<file path="src/rtl/sample_reader.sv">
// Sample buffer read sequencer: manages write/read pointers of an external
// circular sample RAM and presents stored samples to a ready/valid consumer.
//
// state      | meaning
// -----------+----------------------------------------------
// ST_IDLE    | no sample in flight; wait for a stored sample
// ST_FETCH   | issue RAM read at the read pointer
// ST_WAIT    | RAM data returns; capture into out_data
// ST_PRESENT | out_valid high until the consumer takes it
module sample_reader #(
  parameter int ADDR_W = 4,
  parameter int DATA_W = 12
) (
  input  logic              clk,
  input  logic              rst,
  input  logic              we_in,
  input  logic              flag_in,
  output logic              wr_en,
  output logic [ADDR_W-1:0] wr_addr,
  output logic              rd_en,
  output logic [ADDR_W-1:0] rd_addr,
  input  logic [DATA_W-1:0] rd_data,
  output logic [DATA_W-1:0] out_data,
  output logic              out_valid,
  input  logic              out_ready,
  output logic [ADDR_W:0]   count,
  output logic              overflow,
  output logic              alarm,
  input  logic              clr_flags
);

  localparam logic [ADDR_W:0] DEPTH = {1'b1, {ADDR_W{1'b0}}};

  typedef enum logic [1:0] {
    ST_IDLE,
    ST_FETCH,
    ST_WAIT,
    ST_PRESENT
  } state_t;

  state_t state_q;
  state_t state_d;
  logic   full;

  assign full  = (count == DEPTH);
  assign wr_en = we_in & ~full & ~rst;

  // A write in IDLE starts the fetch on the very next cycle, giving the
  // three-cycle write-to-valid latency; the RAM already holds the word then.
  always_comb begin
    state_d   = state_q;
    rd_en     = 1'b0;
    out_valid = 1'b0;
    case (state_q)
      ST_IDLE: begin
        if ((count != '0) || wr_en) state_d = ST_FETCH;
      end
      ST_FETCH: begin
        rd_en   = 1'b1;
        state_d = ST_WAIT;
      end
      ST_WAIT: begin
        state_d = ST_PRESENT;
      end
      ST_PRESENT: begin
        out_valid = 1'b1;
        if (out_ready) state_d = ST_IDLE;
      end
      default: state_d = ST_IDLE;
    endcase
  end

  always_ff @(posedge clk) begin
    if (rst) begin
      state_q  <= ST_IDLE;
      wr_addr  <= '0;
      rd_addr  <= '0;
      count    <= '0;
      out_data <= '0;
      overflow <= 1'b0;
      alarm    <= 1'b0;
    end else begin
      state_q <= state_d;
      if (wr_en) wr_addr <= wr_addr + ADDR_W'(1);
      if (rd_en) rd_addr <= rd_addr + ADDR_W'(1);
      case ({wr_en, rd_en})
        2'b10:   count <= count + (ADDR_W+1)'(1);
        2'b01:   count <= count - (ADDR_W+1)'(1);
        default: count <= count;
      endcase
      if (state_q == ST_WAIT) out_data <= rd_data;
      // set events take precedence over a simultaneous clear
      overflow <= (overflow & ~clr_flags) | (we_in & full);
      alarm    <= (alarm & ~clr_flags) | (wr_en & flag_in);
    end
  end

endmodule
</file>
<file path="config.mk">
export PLATFORM = sky130hd
export DESIGN_NAME = sample_reader
export DESIGN_NICKNAME = d
export VERILOG_FILES = /design/src/rtl/sample_reader.sv
export SDC_FILE = /design/constraint.sdc
export NUM_CORES = 1
export LEC_CHECK = 0
export CELL_PAD_IN_SITES_DETAIL_PLACEMENT = 1
export CELL_PAD_IN_SITES_GLOBAL_PLACEMENT = 2
export CORE_MARGIN = 1.5
export CORE_UTILIZATION = 28
export DETAILED_ROUTE_END_ITERATION = 8
export PLACE_DENSITY = 0.89
export SYNTH_ARGS = -nofsm -noshare
export SYNTH_HDL_FRONTEND = slang
export SYNTH_SLANG_ARGS = --single-unit
</file>
<file path="constraint.sdc">
create_clock -name clk -period 7.5 [get_ports clk]
set_input_delay 0.75 -clock clk [delete_from_list [all_inputs] [get_ports clk]]
set_output_delay 0.75 -clock clk [all_outputs]
set_load 0.02 [all_outputs]
</file>
==> flow_summary_export.csv <==
group,metric,value,unit
clocking,clk_pin_slew,60,ps
critical_path,crit_type,"in2out",
critical_path,max_stage_delay,990,ps
detailed_routing,viasPerCell,4.56,
sta,period_share,0.483,
layout,stdcell_count,258,
sta,tns,0,ps
clocking,cts-root-buf,"clkbuf_8",
critical_path,cp.required,6750,ps
logic_synthesis,syn_area,1380,um^2
clocking,post_cts_buffers,0,
critical_path,arrival,2870,ps
sta,hold_ws,496,ps
critical_path,crit_chain,"clkdlybuf4s50_1, nand2b_1, inv_1, clkdlybuf4s50_1",
power_and_ir_drop,swShare,0.406,
worst_hold_path,hp-class,"reg2reg",
global_route,antenna_found_initial,0,
placement,dp_cells,250,
placement,hpwlAfterDp,2530,um
placement,gp_congestion,0.632,
logic_synthesis,yosysSeqAreaShare,0.420,
power_and_ir_drop,combPwrFrac,0.482,
power_and_ir_drop,p_leak,0.000766,uW
clocking,cts_tree,"built",
sta,setup_viol,0,
global_route,grt_pass1_vias,1295,
global_route,grtUsageMet3,0.0428,
floorplan,start_util,0.292,
global_route,use_met1,0.181,
floorplan,die_width,73.2,um
layout,antenna_cells,0,
sta,rsz0062_at_grt,"false",
layout,area_growth,42.7,%
logic_synthesis,synth_top_cell_by_area,"dfxtp_1",
critical_path,cp_num_buf_inv,3,
floorplan,rows,25,
logic_synthesis,avgSynthCellArea,9.53,um^2
clocking,ctsResizeCount,0,
critical_path,critPathMaxFanout,32,
floorplan,core,4720,um^2
global_route,gr-total-overflow,0,
critical_path,crit_cells,4,
sta,tightest_slew,1120,ps
logic_synthesis,ys_ff_latch,29,
critical_path,critPathLaunchType,"input port",
critical_path,cpMaxStageDelayCell,"clkdlybuf4s50_1",
critical_path,critPathTopFamily,"buffers and inverters",
power_and_ir_drop,clkPwrFrac,0.180,
global_route,grt_max_degree,33,
clocking,htree_levels,2,
sta,fmax,0.276,GHz
global_route,grt_pass1_wl,6090,um
logic_synthesis,ys.flop_type,"dfxtp_1",
detailed_routing,vias,1177,
sta,maxSlewHeadroom,0.253,
global_route,busiest_layer,"met2",
floorplan,pin_count,48,
logic_synthesis,synth_edf_count,0,
layout,nets,219,
critical_path,r2r_cells,10,
detailed_routing,first_iter_violations,43,
layout,layout_commonest_cell,"clkdlybuf4s50_1",
job,maxCapViolations,0,
detailed_routing,routed_wl,3480,um
detailed_routing,ant_nets,0,
logic_synthesis,async_flop_share,0,
detailed_routing,first_pass_iters,4,
outcome,outcome,"complete, no violations",
placement,portBuffers,47,
clocking,clockBufferDepth,2,
layout,layout_common_cells,"clkdlybuf4s50_1, nor2_1, dfxtp_1",
logic_synthesis,synthCells,145,
global_route,grt_use_met2,0.245,
sta,finalClockSkew,6.60,ps
sta,period_needed,3620,ps
clocking,insertion_delay,290,ps
critical_path,end_kind,"output port",
sta,drv_slew,0,
logic_synthesis,synth_warnings,0,
floorplan,die_area,5360,um^2
critical_path,crit_top_cell,"clkdlybuf4s50_1",
logic_synthesis,synth_nets,174,
logic_synthesis,synthTopCellsByArea,"dfxtp_1, mux2i_1, ha_1",
detailed_routing,drc_errors,0,
clocking,cts_sinks,29,
detailed_routing,wl_per_cell,13.5,um
floorplan,die_y,73.2,um
power_and_ir_drop,p_int,415,uW
sta,finalHoldViolations,0,
power_and_ir_drop,p_switching,284,uW
global_route,grt_usage,0.148,
logic_synthesis,ys_types,33,
power_and_ir_drop,p_seq_frac,0.338,
critical_path,r2r_setup_slack,4610,ps
layout,drive_gt1_frac,0.0471,
clocking,cts_buffers,5,
logic_synthesis,synth_top_area_share,0.420,
clocking,cts.hold.buffers_added,0,
power_and_ir_drop,power_density,355,nW/um^2
worst_hold_path,hold_depth,2,
power_and_ir_drop,ir_worst_vdd,0.143,mV
## routing by layer
layer / up-vias / wire length, um / part of all wire
met5: - / 0 / 0
met4: 0 / 59 / 0.017
met3: 6 / 132 / 0.038
met2: 30 / 1720 / 0.49
met1: 565 / 1570 / 0.45
li1: 576 / - / -
## layout make-up
class	count	area, um^2
fillers	537	2750
multi-input cells	99	723
flip-flops and latches	29	581
repair buffers	47	470
well taps	67	83.8
clock buffers	6	72.6
inverters	8	30.0
clock inverters	2	10.0
## power by group through the flow
stage | registers, uW | logic, uW | clock network (uW)
floorplan | 257 | 203 | 0
global placement | 236 | 319 | 0
detailed placement | 239 | 339 | 0
CTS | 236 | 343 | 133
global route | 244 | 373 | 138
finish | 236 | 337 | 126
## Yosys cell counts, drive strengths merged, types with 2 or more instances
library cell,count
buf,5
xnor2,4
o21ai,2
xor2,6
o211ai,2
nor2,31
a21oi,4
a32oi,2
mux2i,16
ha,11
a211oi,3
dfxtp,29
nand2,3
clkbuf,4
inv,8
## worst register-to-register path: stages, from the launching register on
cell      delay [ps]
dfxtp_1          570
nor4_4           130
a21oi_1          410
nand2b_1         170
ha_1             360
xor2_1           190
ha_1             230
nor3_1           150
o211ai_1         120
o31ai_1           90
mux2_2           360
## stage by stage
step                total power, uW  setup slack [ps]  cell area (um^2)  utilization
global placement                555              3770              1890        0.400
CTS                             712              3840              1970        0.417
global route                    755              3680              1970        0.417
floorplan                       460              4810              1380            -
finish                          699              3880              1970        0.417
detailed placement              578              3660              1890        0.400
## cells by family after synthesis
kind of cell    count (synthesis)  synth area share
compound gates                 17            0.0833
mux                            17             0.124
fa+ha+maj                      11            0.0996
xor+xnor                       10            0.0634
simple gates                   44             0.153
flops                          29             0.420
buf+inv                        17            0.0562
## path summary, 6_finish.rpt
check,start,endpoint
hold / removal,overflow$_SDFF_PP0_,overflow$_SDFF_PP0_
setup reg to reg,count[1]$_SDFFE_PP0P_,count[4]$_SDFFE_PP0P_
hold reg to reg,overflow$_SDFF_PP0_,overflow$_SDFF_PP0_
setup / recovery,rst,wr_en
## state kept, by name, indices dropped and copies added (netlist names)
| name | count |
|---|---|
| out_data | 12 |
| state_q | 2 |
| wr_addr | 4 |
| count | 5 |
| alarm | 1 |
| rd_addr | 4 |
| overflow | 1 |
Note: power is estimated with default switching activity, not from simulation.
